## src/rtl/spi_ram_pkg.sv

```systemverilog
// spi_ram_pkg: command codes, controller FSM states and requester IDs shared by spi_ram_ctrl and rr_arb2.
package spi_ram_pkg;
   typedef enum logic [1:0] {
      CMD_WR_ADDR = 2'b00,
      CMD_WR_DATA = 2'b01,
      CMD_RD_ADDR = 2'b10,
      CMD_RD_DATA = 2'b11
   } cmd_e;
   typedef enum logic [1:0] {IDLE, ACCESS, RD_WAIT} state_e;
   typedef enum logic {SPI = 1'b0, HOST = 1'b1} req_id_e;
endpackage

```

## src/rtl/rr_arb2.sv

```systemverilog
// rr_arb2: two-way round-robin arbiter; the requester not granted last wins a tie.
module rr_arb2
   import spi_ram_pkg::*;
(
   input  logic       clk,
   input  logic       rst,
   input  logic [1:0] req,
   input  logic       en,
   output logic [1:0] gnt
);
   req_id_e last_q, last_d;
   always_comb begin
      gnt    = (&req) ? ((last_q == HOST) ? 2'b01 : 2'b10) : req;
      last_d = (en && |req) ? (gnt[1] ? HOST : SPI) : last_q;
   end
   always_ff @(posedge clk or posedge rst) begin
      if (rst) last_q <= HOST;
      else     last_q <= last_d;
   end
endmodule

```

## src/rtl/spi_ram_ctrl.sv

```systemverilog
// spi_ram_ctrl: SPI command decoder and RAM sequencer shared round-robin with a host port.
// Define SPI_RAM_CTRL_AUTOINC_EN to post-increment wr_addr/rd_addr on accepted data commands.
module spi_ram_ctrl
   import spi_ram_pkg::*;
#(
   parameter int ADDR_W = 8,
   parameter int DATA_W = 8
) (
   input  logic              clk,
   input  logic              rst,
   input  logic [DATA_W+1:0] rx_data,
   input  logic              rx_valid,
   output logic [DATA_W-1:0] tx_data,
   output logic              tx_valid,
   input  logic              host_req,
   input  logic              host_we,
   input  logic [ADDR_W-1:0] host_addr,
   input  logic [DATA_W-1:0] host_wdata,
   output logic              host_gnt,
   output logic              host_rvalid,
   output logic [DATA_W-1:0] host_rdata,
   output logic              mem_en,
   output logic              mem_we,
   output logic [ADDR_W-1:0] mem_addr,
   output logic [DATA_W-1:0] mem_wdata,
   input  logic [DATA_W-1:0] mem_rdata,
   output logic              err_ovf
);
   state_e            state_q, state_d;
   req_id_e           owner_q, owner_d;
   logic              pend_v_q, pend_v_d, pend_we_q, pend_we_d;
   logic [ADDR_W-1:0] pend_addr_q, pend_addr_d, wr_addr_q, wr_addr_d, rd_addr_q, rd_addr_d;
   logic [DATA_W-1:0] pend_data_q, pend_data_d;
   logic              err_ovf_q, err_ovf_d;
   logic              mem_en_q, mem_en_d, mem_we_q, mem_we_d, host_gnt_q, host_gnt_d;
   logic [ADDR_W-1:0] mem_addr_q, mem_addr_d;
   logic [DATA_W-1:0] mem_wdata_q, mem_wdata_d, tx_data_q, tx_data_d, host_rdata_q, host_rdata_d;
   logic              tx_valid_q, tx_valid_d, host_rvalid_q, host_rvalid_d;
   logic [1:0]        gnt;
   logic              idle, go, host_win, spi_win, is_data, accept, ld_wr, ld_rd;
   cmd_e              cmd;
   logic [DATA_W-1:0] payload;

   rr_arb2 u_arb (
      .clk (clk),
      .rst (rst),
      .req ({host_req, pend_v_q}),
      .en  (idle),
      .gnt (gnt)
   );

   always_comb begin
      cmd      = cmd_e'(rx_data[DATA_W+1:DATA_W]);
      payload  = rx_data[DATA_W-1:0];
      idle     = (state_q == IDLE);
      go       = idle && |gnt;
      host_win = go && gnt[1];
      spi_win  = go && gnt[0];
      is_data  = rx_valid && cmd[0];
      accept   = is_data && !pend_v_q;
      ld_wr    = rx_valid && (cmd == CMD_WR_ADDR);
      ld_rd    = rx_valid && (cmd == CMD_RD_ADDR);
      state_d  = idle ? (go ? ACCESS : IDLE) : (state_q == ACCESS && !mem_we_q) ? RD_WAIT : IDLE;
      owner_d  = go ? (host_win ? HOST : SPI) : owner_q;
      // The pending op snapshots its address now, so later address loads cannot retarget it.
      pend_v_d    = accept ? 1'b1 : spi_win ? 1'b0 : pend_v_q;
      pend_we_d   = accept ? (cmd == CMD_WR_DATA) : pend_we_q;
      pend_addr_d = accept ? ((cmd == CMD_WR_DATA) ? wr_addr_q : rd_addr_q) : pend_addr_q;
      pend_data_d = accept ? payload : pend_data_q;
      err_ovf_d   = err_ovf_q | (is_data && pend_v_q);
`ifdef SPI_RAM_CTRL_AUTOINC_EN
      wr_addr_d = ld_wr ? payload : (accept && cmd == CMD_WR_DATA) ? wr_addr_q + 1'b1 : wr_addr_q;
      rd_addr_d = ld_rd ? payload : (accept && cmd == CMD_RD_DATA) ? rd_addr_q + 1'b1 : rd_addr_q;
`else
      wr_addr_d = ld_wr ? payload : wr_addr_q;
      rd_addr_d = ld_rd ? payload : rd_addr_q;
`endif
      mem_en_d      = go;
      mem_we_d      = go && (host_win ? host_we : pend_we_q);
      mem_addr_d    = go ? (host_win ? host_addr : pend_addr_q) : mem_addr_q;
      mem_wdata_d   = go ? (host_win ? host_wdata : pend_data_q) : mem_wdata_q;
      host_gnt_d    = host_win;
      tx_valid_d    = (state_q == RD_WAIT) && (owner_q == SPI);
      host_rvalid_d = (state_q == RD_WAIT) && (owner_q == HOST);
      tx_data_d     = tx_valid_d ? mem_rdata : tx_data_q;
      host_rdata_d  = host_rvalid_d ? mem_rdata : host_rdata_q;
   end

   always_ff @(posedge clk or posedge rst) begin
      if (rst) begin
         state_q       <= IDLE;
         owner_q       <= SPI;
         pend_v_q      <= 1'b0;
         pend_we_q     <= 1'b0;
         pend_addr_q   <= '0;
         pend_data_q   <= '0;
         err_ovf_q     <= 1'b0;
         wr_addr_q     <= '0;
         rd_addr_q     <= '0;
         mem_en_q      <= 1'b0;
         mem_we_q      <= 1'b0;
         mem_addr_q    <= '0;
         mem_wdata_q   <= '0;
         host_gnt_q    <= 1'b0;
         tx_valid_q    <= 1'b0;
         host_rvalid_q <= 1'b0;
         tx_data_q     <= '0;
         host_rdata_q  <= '0;
      end else begin
         state_q       <= state_d;
         owner_q       <= owner_d;
         pend_v_q      <= pend_v_d;
         pend_we_q     <= pend_we_d;
         pend_addr_q   <= pend_addr_d;
         pend_data_q   <= pend_data_d;
         err_ovf_q     <= err_ovf_d;
         wr_addr_q     <= wr_addr_d;
         rd_addr_q     <= rd_addr_d;
         mem_en_q      <= mem_en_d;
         mem_we_q      <= mem_we_d;
         mem_addr_q    <= mem_addr_d;
         mem_wdata_q   <= mem_wdata_d;
         host_gnt_q    <= host_gnt_d;
         tx_valid_q    <= tx_valid_d;
         host_rvalid_q <= host_rvalid_d;
         tx_data_q     <= tx_data_d;
         host_rdata_q  <= host_rdata_d;
      end
   end

   assign tx_data     = tx_data_q;
   assign tx_valid    = tx_valid_q;
   assign host_gnt    = host_gnt_q;
   assign host_rvalid = host_rvalid_q;
   assign host_rdata  = host_rdata_q;
   assign mem_en      = mem_en_q;
   assign mem_we      = mem_we_q;
   assign mem_addr    = mem_addr_q;
   assign mem_wdata   = mem_wdata_q;
   assign err_ovf     = err_ovf_q;
endmodule
```

## config.mk

```make
export PLATFORM = sky130hd
export DESIGN_NAME = spi_ram_ctrl
export DESIGN_NICKNAME = d
export VERILOG_FILES = /design/src/rtl/spi_ram_pkg.sv /design/src/rtl/rr_arb2.sv /design/src/rtl/spi_ram_ctrl.sv
export SDC_FILE = /design/constraint.sdc
export NUM_CORES = 1
export LEC_CHECK = 0
export CORE_AREA = 3 3 119 121
export DETAILED_ROUTE_END_ITERATION = 8
export DIE_AREA = 0 0 122 124
export GPL_TIMING_DRIVEN = 0
export PLACE_DENSITY = 0.45
export SYNTH_ARGS = -nofsm -noshare
export SYNTH_HDL_FRONTEND = slang
export SYNTH_HIERARCHICAL = 1
export SYNTH_SLANG_ARGS = --single-unit
export TNS_END_PERCENT = 30
```

## constraint.sdc

```tcl
create_clock -name clk -period 3.3 [get_ports clk]
set_input_delay 0.33 -clock clk [delete_from_list [all_inputs] [get_ports clk]]
set_output_delay 0.33 -clock clk [all_outputs]
set_load 0.02 [all_outputs]
```

Word-level counts from Yosys, hierarchy flattened
Index checks and enable logic that the tools add are counted.
Operators by class
  equal/unequal tests: 4
  muxes and demuxes: 13
  bitwise operators: 2
  reduce and logical (&&, ||, !) cells: 21
Operators with widths (number)
  2-to-1 mux 8 bit: 3
  logical AND 1 bit: 13
  2-to-1 mux 2 bit: 4
  2-to-1 mux 1 bit: 6
  equality test 2 x 1 -> 1 bit, second input constant: 2
  equality test 2 bit, second input constant: 2
  logical NOT 2 bit: 2
  OR reduction 2 bit: 2
  logical NOT 1 bit: 2
  AND reduction 2 bit: 1
  nonzero test 2 bit: 1
  NOT 1 bit: 1
  OR 1 bit: 1
Word-level totals
  register bits after elaboration: 76
  bits of input ports: 39
  output and inout bits: 38
  word-level logic and storage cells: 59

Logic depth before layout (Yosys ltp)
Gate-level depths: netlist (run 1).
  word-level depth: 7
  depth in mapped cells: 6
  mapped depth without buffers: 5

Modules after synthesis
Netlist (run 1), hierarchy kept.
Modules (own cells, without submodules)
  spi_ram_ctrl: instances 1, cells an instance 207, area an instance 2979.1 um2, seq. area each 1851.8 um2
  rr_arb2: instances 1, cells an instance 7, area an instance 60.1 um2, seq. area each 26.3 um2

Worst setup path before layout (run 1)
No wires, ideal clock.
  path type: reg-to-reg
  start point: register u_arb.last_q
  end point: register owner_q
  setup time: 118 ps
  data arrival time: 1567 ps
  data required time: 3182 ps
  setup slack: 1615 ps
  stages on the path, launching flop included: 5
  period minus slack after synthesis: 1685 ps
  cell sequence: dfstp_2 -> inv_1 -> a21boi_1 -> or3b_2 -> a21o_1
Between the ends
  word-level cells in the longest chain between the ends: 6
Ends and longest elaborated chain
  from (decl): line rr_arb2.sv:11  | req_id_e last_q, last_d;
  from (signal assigned): line rr_arb2.sv:18  | else last_q <= last_d;
  2-to-1 mux 2 bit * (2 in a row): line rr_arb2.sv:13  | gnt = (&req) ? ((last_q == HOST) ? 2'b01 : 2'b10) : req;
  via gnt[0]: line spi_ram_ctrl.sv:39  | logic [1:0] gnt;
  OR reduction 2 bit *: line spi_ram_ctrl.sv:56  | go = idle && |gnt;
  logical AND 1 bit *: line spi_ram_ctrl.sv:56
  logical AND 1 bit: line spi_ram_ctrl.sv:57  | host_win = go && gnt[1];
  2-to-1 mux 1 bit: line spi_ram_ctrl.sv:64  | owner_d = go ? (host_win ? HOST : SPI) : owner_q;
  to (signal assigned): line spi_ram_ctrl.sv:111  | owner_q <= owner_d;
  to (decl): line spi_ram_ctrl.sv:30  | req_id_e owner_q, owner_d;
Mark *: on every way through the listed nets, which the timed path passes. The rest lies on a longest branch.
A chain may end at the register's enable or synchronous reset.

Worst setup path after layout (run 1)
  start point: register u_arb.last_q
  end point: register mem_wdata_q[0], in the netlist mem_wdata[0]
Between the ends
  word-level cells in the longest chain between the ends: 6
Ends and longest elaborated chain
  2-to-1 mux 2 bit * (2 in a row): line rr_arb2.sv:13
  via gnt[0]: line spi_ram_ctrl.sv:39
  OR reduction 2 bit *: line spi_ram_ctrl.sv:56
  logical AND 1 bit *: line spi_ram_ctrl.sv:56
  logical AND 1 bit: line spi_ram_ctrl.sv:57
  2-to-1 mux 8 bit: line spi_ram_ctrl.sv:81  | mem_wdata_d = go ? (host_win ? host_wdata : pend_data_q) : mem_wdata_q;
  to (signal assigned): line spi_ram_ctrl.sv:122  | mem_wdata_q <= mem_wdata_d;
  to (decl): line spi_ram_ctrl.sv:37  | logic [DATA_W-1:0] mem_wdata_q, mem_wdata_d, tx_data_q, tx_data_d, host_rdata_q, host_rdata_d;
Marks and branches as above.

==> results of run 1 <==
-- worst max-delay path, cell delays in order, from the launching register on --
cell	delay, ps
dfstp_2	550
inv_1	40
a21boi_1	420
and2b_1	390
buf_4	230
a22oi_1	80
o2bb2ai_1	160
-- where the power goes --
part | switching, mW | internal (mW) | total, mW
Clock | 0.353 | 0.564 | 0.917
Sequential | 0.231 | 1.31 | 1.54
Combinational | 0.794 | 0.818 | 1.61
-- routing by layer --
layer  vias up  GRT usage [%]  wire (µm)
li1        963              -          -
met1       968          13.85       3559
met2        57          15.95       3429
met3        10          3.633        490
met4         0          4.412        114
met5         -              0          0
-- cells by family after synthesis --
family                 after synthesis  synth area share, %
DFF                                 75                61.80
and+or+nand+nor                     25                5.681
muxes                               48                17.46
buffers and inverters               16                2.841
AOI/OAI and AO/OA                   50                12.23
-- metrics by stage --
step                util [%]  hold slack (ps)  instances  area [µm²]
floorplan                  -            219.7        214        3039
global placement       30.48            417.8        466        4020
detailed placement     30.71            435.8        467        4050
CTS                    32.83            377.5        482        4330
global route           32.83            393.3        482        4330
finish                 32.83            385.1        482        4330
-- Yosys cell counts, types with 2 or more instances --
| library cell | instances |
|---|---|
| a21oi_1 | 2 |
| a22oi_1 | 16 |
| a31oi_1 | 2 |
| buf_2 | 4 |
| buf_4 | 3 |
| clkbuf_1 | 2 |
| dfrtp_1 | 74 |
| inv_1 | 5 |
| mux2_2 | 40 |
| mux2i_1 | 8 |
| nand2_1 | 12 |
| nand3b_1 | 2 |
| nor2b_1 | 2 |
| nor3b_1 | 2 |
| o21ai_0 | 10 |
| o2bb2ai_1 | 15 |
-- cells in the final DEF, fill, tap and decap left out, types with 3 or more instances in the layout --
cell	Yosys	routed
a22oi_1	16	16
clkbuf_1	2	3
mux2i_1	8	8
o21ai_0	10	10
inv_1	5	4
nand2_1	12	12
clkbuf_16	0	9
mux2_2	40	40
buf_2	4	4
clkdlybuf4s50_1	0	76
buf_4	3	3
clkbuf_8	0	3
dfrtp_1	74	74
o2bb2ai_1	15	15
-- layout make-up --
cell class | instances | area [µm²] | share of cell area (%)
Buffer | 10 | 61.31 | 1.416
Sequential cell | 75 | 1878 | 43.37
Inverter | 6 | 27.53 | 0.6357
Clock inverter | 2 | 10.01 | 0.2311
Tap cell | 176 | 220.2 | 5.085
Multi-Input combinational cell | 123 | 1075 | 24.82
Timing Repair Buffer | 77 | 788.3 | 18.20
Clock buffer | 13 | 270.3 | 6.241
-- registers in the layout (all words and copies together), names as in the netlist, 2 cells and up --
| signal | flops |
|---|---|
| pend_data_q | 8 |
| state_q | 2 |
| tx_data | 8 |
| wr_addr_q | 8 |
| mem_addr | 8 |
| pend_addr_q | 8 |
| rd_addr_q | 8 |
| host_rdata | 8 |
| mem_wdata | 8 |
-- how the worst min path moves through the flow --
stage / startpoint / end / slack (ps)
final: rst / host_gnt / 390
after detailed placement: mem_we / state_q[1] / 440
after global routing: rst / u_arb/last_q / 390
after floorplan: rst / u_arb/last_q / 220
after CTS: rst / u_arb/last_q / 380
after global placement: mem_we / state_q[1] / 420
==> flow_summary.yaml, run 1 <==
timing:
  skew_ps: 6.188
  maxSlewViolCount: 0
  slew_headroom_pct: 63.81
  tns_ps: 0
  setup_viol: 0
  worst_pin_slew_ps: 541.6
  grt_setup_unrepaired: "false"
  hold_viol_final: 0
  min_period_over_period_pct: 59.38
  timing.fmax_ghz: 0.5103
  worst_slack_ps: 1341
  period_minus_slack_ps: 1959
grt:
  track_usage_pct: 10.57
  antenna_found_initial: 0
  grt_pass1_vias: 2026
  overflow: 0
  grt_pass1_wl_um: 11870
  grt_max_degree: 46
detailed_routing:
  ant_nets: 0
  drt-total-wl_um: 7594
  drt-initial-drc-count: 124
  dr.pass1.iters: 4
  drc: 0
  drt-wirelength-per-cell_um: 15.76
  vias_per_cell: 4.145
  via_count: 1998
place:
  hpwl_um: 5556
  place_ws_ps: 1029
  port-buffer-count: 76
  gp_congestion: 0.6778
worst_setup_path:
  critPathCaptureType: "flop"
  crit_start: "u_arb/last_q"
  rrSetupSlack_ps: 1340
  reg2reg_from: "u_arb/last_q"
  start_kind: "flop"
  path_class: "reg -> reg"
  r2r-end: "mem_wdata[0]"
  critPathCapture: "mem_wdata[0]"
  critPathMaxFanout: 10
  cp.arrival_ps: 2200
  rr_worst_depth: 6
  crit_required_ps: 3550
yosys:
  ys.flop_type: "dfrtp_1"
  synth_top_area_cell: "dfrtp_1"
  netlist_instances: 214
  synth_area_leaders: "dfrtp_1, mux2_2, o2bb2ai_1"
  seq_area_frac_synth_pct: 61.79
  ys_ff_latch: 75
  syn_area_um2: 3039
  syn_avg_cell_area_um2: 14.20
  synth_edf_count: 0
  yosysTopAreaCellShare_pct: 60.93
  ys.warnings.count: 6
  yosysUniqueCellTypes: 31
  synthArstFlopShare_pct: 100.0
  synth_fp_nets: 253
clock_tree:
  cts_tree: "done"
  htreeDepth: 3
  cts-root-buf: "clkbuf_16"
  cts_buffers: 9
  ctsResizeCount: 0
  ctsLongestPathBuffers: 2
  cts_setup_buffers: 0
  cts.sink_count: 75
  clk_pin_slew_worst_paths_ps: 60
  clock_latency_ps: 330
  hold_buffers: 0
final_layout:
  num_antenna_cells: 0
  flow.area_growth_from_synthesis_pct: 42.49
  nFillCells: 1309
  fin_nets: 341
  layout-drive-gt1-share_pct: 23.86
floorplan:
  rows: 42
  coreArea_um2: 13190
  io_pins: 77
  die_area_um2: 15130
  fp.dieH_um: 124
  die_w_um: 122
  start_util_pct: 23.04
flow_run:
  cap_violations: 0
pwr:
  p_leak_nw: 1.800
  power_mw: 4.071
  p_per_area_nw_per_um2: 940.1
  ir_drop_mv: 0.2569
worst_hold_path:
  hp-class: "in -> async"
status:
  status: "finished clean"
(Power assumes the default switching activity.)
==> run 2: changes to the inputs <==
PLACE_DENSITY = 0.47   (was 0.45)
clock period = 1.7 ns   (was 3.3 ns; I/O delays follow)
==> flow_summary.yaml, run 2 (synthesized netlist as in run 1, its figures left out) <==
detailed_routing:
  vias_per_cell: 4.187
  drt-total-wl_um: 7350
  dr.pass1.iters: 4
  drc: 0
  via_count: 2014
  drt-wirelength-per-cell_um: 15.28
  drt-initial-drc-count: 94
  ant_nets: 0
timing:
  worst_pin_slew_ps: 783.7
  hold_viol_final: 0
  maxSlewViolCount: 0
  timing.fmax_ghz: 0.6261
  grt_setup_unrepaired: "false"
  period_minus_slack_ps: 1597
  min_period_over_period_pct: 93.96
  setup_viol: 0
  skew_ps: 6.123
  slew_headroom_pct: 47.64
grt:
  antenna_found_initial: 0
  track_usage_pct: 10.23
  grt_pass1_wl_um: 11650
  overflow: 0
  grt_max_degree: 41
  grt_pass1_vias: 2142
worst_setup_path:
  rr_worst_depth: 4
  reg2reg_from: "u_arb/last_q"
  r2r-end: "owner_q"
  critPathMaxFanout: 7
  rrSetupSlack_ps: 130
  start_kind: "flop"
  worst-path-stages: 1
  crit_family: "buffers and inverters"
  crit_required_ps: 1530
  cp_slowest_cell: "clkdlybuf4s50_1"
  cp.arrival_ps: 1430
  max_stage_delay_ps: 660
  critPathCaptureType: "output pin"
  crit_start: "state_q[0]"
  path_buf_inv: 1
  crit_path_cell_trace: "clkdlybuf4s50_1"
  path_class: "reg -> out"
  critPathCapture: "mem_en"
floorplan:
  io_pins: 77
  rows: 42
  fp.dieH_um: 124
  die_w_um: 122
  die_area_um2: 15130
  start_util_pct: 23.04
  coreArea_um2: 13190
final_layout:
  fin_nets: 342
  final_area_um2: 4325
  flow.area_growth_from_synthesis_pct: 42.32
  final_cell_mix: "clkdlybuf4s50_1, dfrtp_1, mux2_2, a22oi_1, o2bb2ai_1"
  layout_commonest_cell: "clkdlybuf4s50_1"
  num_antenna_cells: 0
  layout-drive-gt1-share_pct: 23.93
status:
  status: "finished clean"
worst_hold_path:
  hp-class: "in -> async"
clock_tree:
  cts.sink_count: 75
  cts-root-buf: "clkbuf_16"
  clk_pin_slew_worst_paths_ps: 50
  htreeDepth: 3
  ctsLongestPathBuffers: 2
  cts_tree: "done"
  hold_buffers: 0
  cts_buffers: 9
  clock_latency_ps: 330
pwr:
  ir_drop_mv: 0.5568
  power_mw: 7.816
  p_per_area_nw_per_um2: 1807
  p_leak_nw: 1.786
place:
  port-buffer-count: 76
  dpl_cell_area_um2: 4044
  hpwl_um: 5500
  gp_congestion: 0.7278
flow_run:
  cap_violations: 0
run 2: changes by cell type in the layout (fill, tap and decap cells not counted), moves of 2 or more:
cell / delta
buf_2: -2
clkbuf_4: +2
clkbuf_8: -2
clkbuf_1: +2
clkinv_2: -2
run 2: per-layer routing:
layer,up-vias,share of wire [%],global-route usage [%]
li1,963,-,-
met1,978,44,12.70
met2,61,47,16.40
met3,12,6.6,2.452
met4,0,2.3,5.672
met5,-,0,0
run 2: stage by stage:
stage / worst slack [ps] / hold slack (ps) / instances / utilization (%) / TNS, ps
floorplan: 15.36 / 59.70 / 214 / - / 0
global placement: -359.1 / 422.2 / 466 / 30.51 / -24490
detailed placement: -370.0 / 442.0 / 467 / 30.66 / -5835
CTS: 19.15 / 213.1 / 480 / 32.67 / 0
global route: 4.170 / 250.7 / 481 / 32.79 / 0
finish: 102.7 / 222.0 / 481 / 32.79 / 0
run 2: cell type report:
type                            instances  area [µm²]
Timing Repair Buffer                   78       788.3
Sequential cell                        75        1878
Multi-Input combinational cell        123        1094
Fill cell                            1307        8865
Tap cell                              176       220.2
Buffer                                 10       66.31
Inverter                                6       28.78
Clock buffer                           13       250.2
run 2: power breakdown:
part | switching [mW] | leakage, nW | internal, mW | total, mW
Sequential | 0.462 | 0.908 | 2.55 | 3.01
Combinational | 1.52 | 0.756 | 1.64 | 3.16
Clock | 0.645 | 0.122 | 1.00 | 1.65
Total | 2.63 | 1.79 | 5.19 | 7.82
run 2: worst min-delay path by stage:
stage,end,from,cells after the start
after floorplan,u_arb/last_q,rst,1
after global placement,state_q[1],mem_we,1
after detailed placement,state_q[1],mem_we,1
final,u_arb/last_q,rst,2
after CTS,u_arb/last_q,rst,2
after global routing,u_arb/last_q,rst,2
run 2: what timing repair did:
action                                 in CTS  in global routing
cloned                                      0                  0
gates resized for setup                     4                  4
setup endpoints to repair                  14                 12
setup buffers                               0                  1
endpoints found under the hold margin       0                  0
pin swaps                                   0                  1
==> run 3: changes to the inputs <==
CORE_AREA = 3 3 153 96   (was 3 3 119 121)
DIE_AREA = 0 0 156 99   (was 0 0 122 124)
PLACE_DENSITY = 0.46   (was 0.47)
TNS_END_PERCENT = not set   (was 30)
==> flow_summary.yaml, run 3 (synthesized netlist as in run 1, its figures left out) <==
floorplan:
  coreArea_um2: 13420
  rows: 33
  start_util_pct: 22.65
  die_w_um: 156
  die_area_um2: 15440
  fp.dieH_um: 99
  io_pins: 77
detailed_routing:
  ant_nets: 0
  vias_per_cell: 4.266
  drt-wirelength-per-cell_um: 16.76
  drt-total-wl_um: 8131
  dr.pass1.iters: 4
  via_count: 2069
  drt-initial-drc-count: 89
  drc: 0
timing:
  setup_viol: 0
  maxSlewViolCount: 0
  skew_ps: 6.204
  hold_viol_final: 0
  min_period_over_period_pct: 95.30
  timing.fmax_ghz: 0.6173
  worst_slack_ps: 79.94
  slew_headroom_pct: 44.31
  tns_ps: 0
  grt_setup_unrepaired: "false"
  period_minus_slack_ps: 1620
  worst_pin_slew_ps: 833.5
place:
  place_inst: 466
  place_ws_ps: -457.1
  dpl_cell_area_um2: 4043
  gp_congestion: 0.6997
  port-buffer-count: 76
  hpwl_um: 5946
grt:
  grt_util_met3_pct: 4.081
  overflow: 0
  track_usage_pct: 11.05
  grt_pass1_wl_um: 12700
  grt_pass1_vias: 2206
  grt_max_degree: 40
  use_met1_pct: 16.56
  antenna_found_initial: 0
  use_met2_pct: 14.72
  top_usage_layer: "met1"
pwr:
  seqPwrFrac_pct: 36.0
  p_per_area_nw_per_um2: 1891
  switching_share_pct: 33.35
  internal-power_mw: 5.566
  switchingPower_mw: 2.785
  p_leak_nw: 1.832
  comb_power_share_pct: 39.0
  power_mw: 8.351
  clock_power_share_pct: 25.0
  ir_drop_mv: 0.4931
final_layout:
  layout-drive-gt1-share_pct: 25.81
  final_area_um2: 4415
  layout_commonest_cell: "clkdlybuf4s50_1"
  num_antenna_cells: 0
  final_cell_mix: "clkdlybuf4s50_1, dfrtp_1, mux2_2, a22oi_1, o2bb2ai_1"
  final-instance-count-excl-fill: 485
  flow.area_growth_from_synthesis_pct: 45.29
  fin_nets: 344
clock_tree:
  clk_pin_slew_worst_paths_ps: 60
  htreeDepth: 3
  hold_buffers: 0
  cts_buffers: 9
  ctsLongestPathBuffers: 2
  cts.sink_count: 75
  cts-root-buf: "clkbuf_16"
  clock_latency_ps: 330
  cts_tree: "done"
worst_hold_path:
  hp-class: "in -> async"
worst_setup_path:
  rrSetupSlack_ps: 80
  path_class: "reg -> reg"
  crit_required_ps: 1930
  critPathCaptureType: "flop"
  reg2reg_from: "u_arb/last_q"
  start_kind: "flop"
  r2r-end: "owner_q"
  critPathMaxFanout: 5
  cp.arrival_ps: 1850
  rr_worst_depth: 4
status:
  status: "finished clean"
flow_run:
  cap_violations: 0
[run 3: what timing repair did]
| item | 4_1_cts | 5_1_grt |
|---|---|---|
| hold endpoints to repair | 0 | 0 |
| pin swaps | 0 | 1 |
| setup buffers | 0 | 3 |
| setup endpoints to repair | 19 | 13 |
| gates resized for setup | 6 | 1 |
[run 3: power groups by stage]
stage | combinational, mW | clock [mW] | sequential [mW]
after floorplan | 1.38 | 0 | 3.42
after global placement | 3.15 | 0 | 3.02
after detailed placement | 3.20 | 0 | 3.03
after CTS | 3.24 | 2.16 | 3.02
after global routing | 3.52 | 2.24 | 3.11
final | 3.25 | 2.09 | 3.01
[run 3: layer usage]
layer	wire (µm)	vias up
met3	593	9
met5	0	-
li1	-	972
met4	90	0
met2	3227	56
met1	4220	1032
[run 3: area by class of cell]
cell class / count / area (µm²)
multi-input cells: 123 / 1091
repair buffers: 80 / 803.3
clock buffers: 12 / 256.5
inverters: 6 / 28.78
fillers: 1349 / 9004
clock inverters: 4 / 72.57
flip-flops and latches: 75 / 1878
well taps: 175 / 219.0
plain buffers: 10 / 66.31
[run 3: how the worst max path moves through the flow]
stage,startpoint,to,depth (start not counted)
finish,u_arb/last_q,owner_q,4
detailed placement,host_req,mem_wdata[0],6
CTS,u_arb/last_q,mem_addr[2],6
global route,pend_v_q,mem_addr[0],5
floorplan,u_arb/last_q,owner_q,4
global placement,host_req,mem_we,6
[run 3: critical path, stage by stage, from the launching register on]
cell and delay [ps]:
dfstp_2 560, inv_1 70, a21boi_4 220, or3b_2 480, a21o_1 190
[run 3: per-stage QoR]
step	util (%)	hold slack, ps
after floorplan	-	59.70
after global placement	29.98	464.0
after detailed placement	30.13	445.6
after CTS	32.72	209.2
after global routing	32.90	245.2
final	32.90	218.4
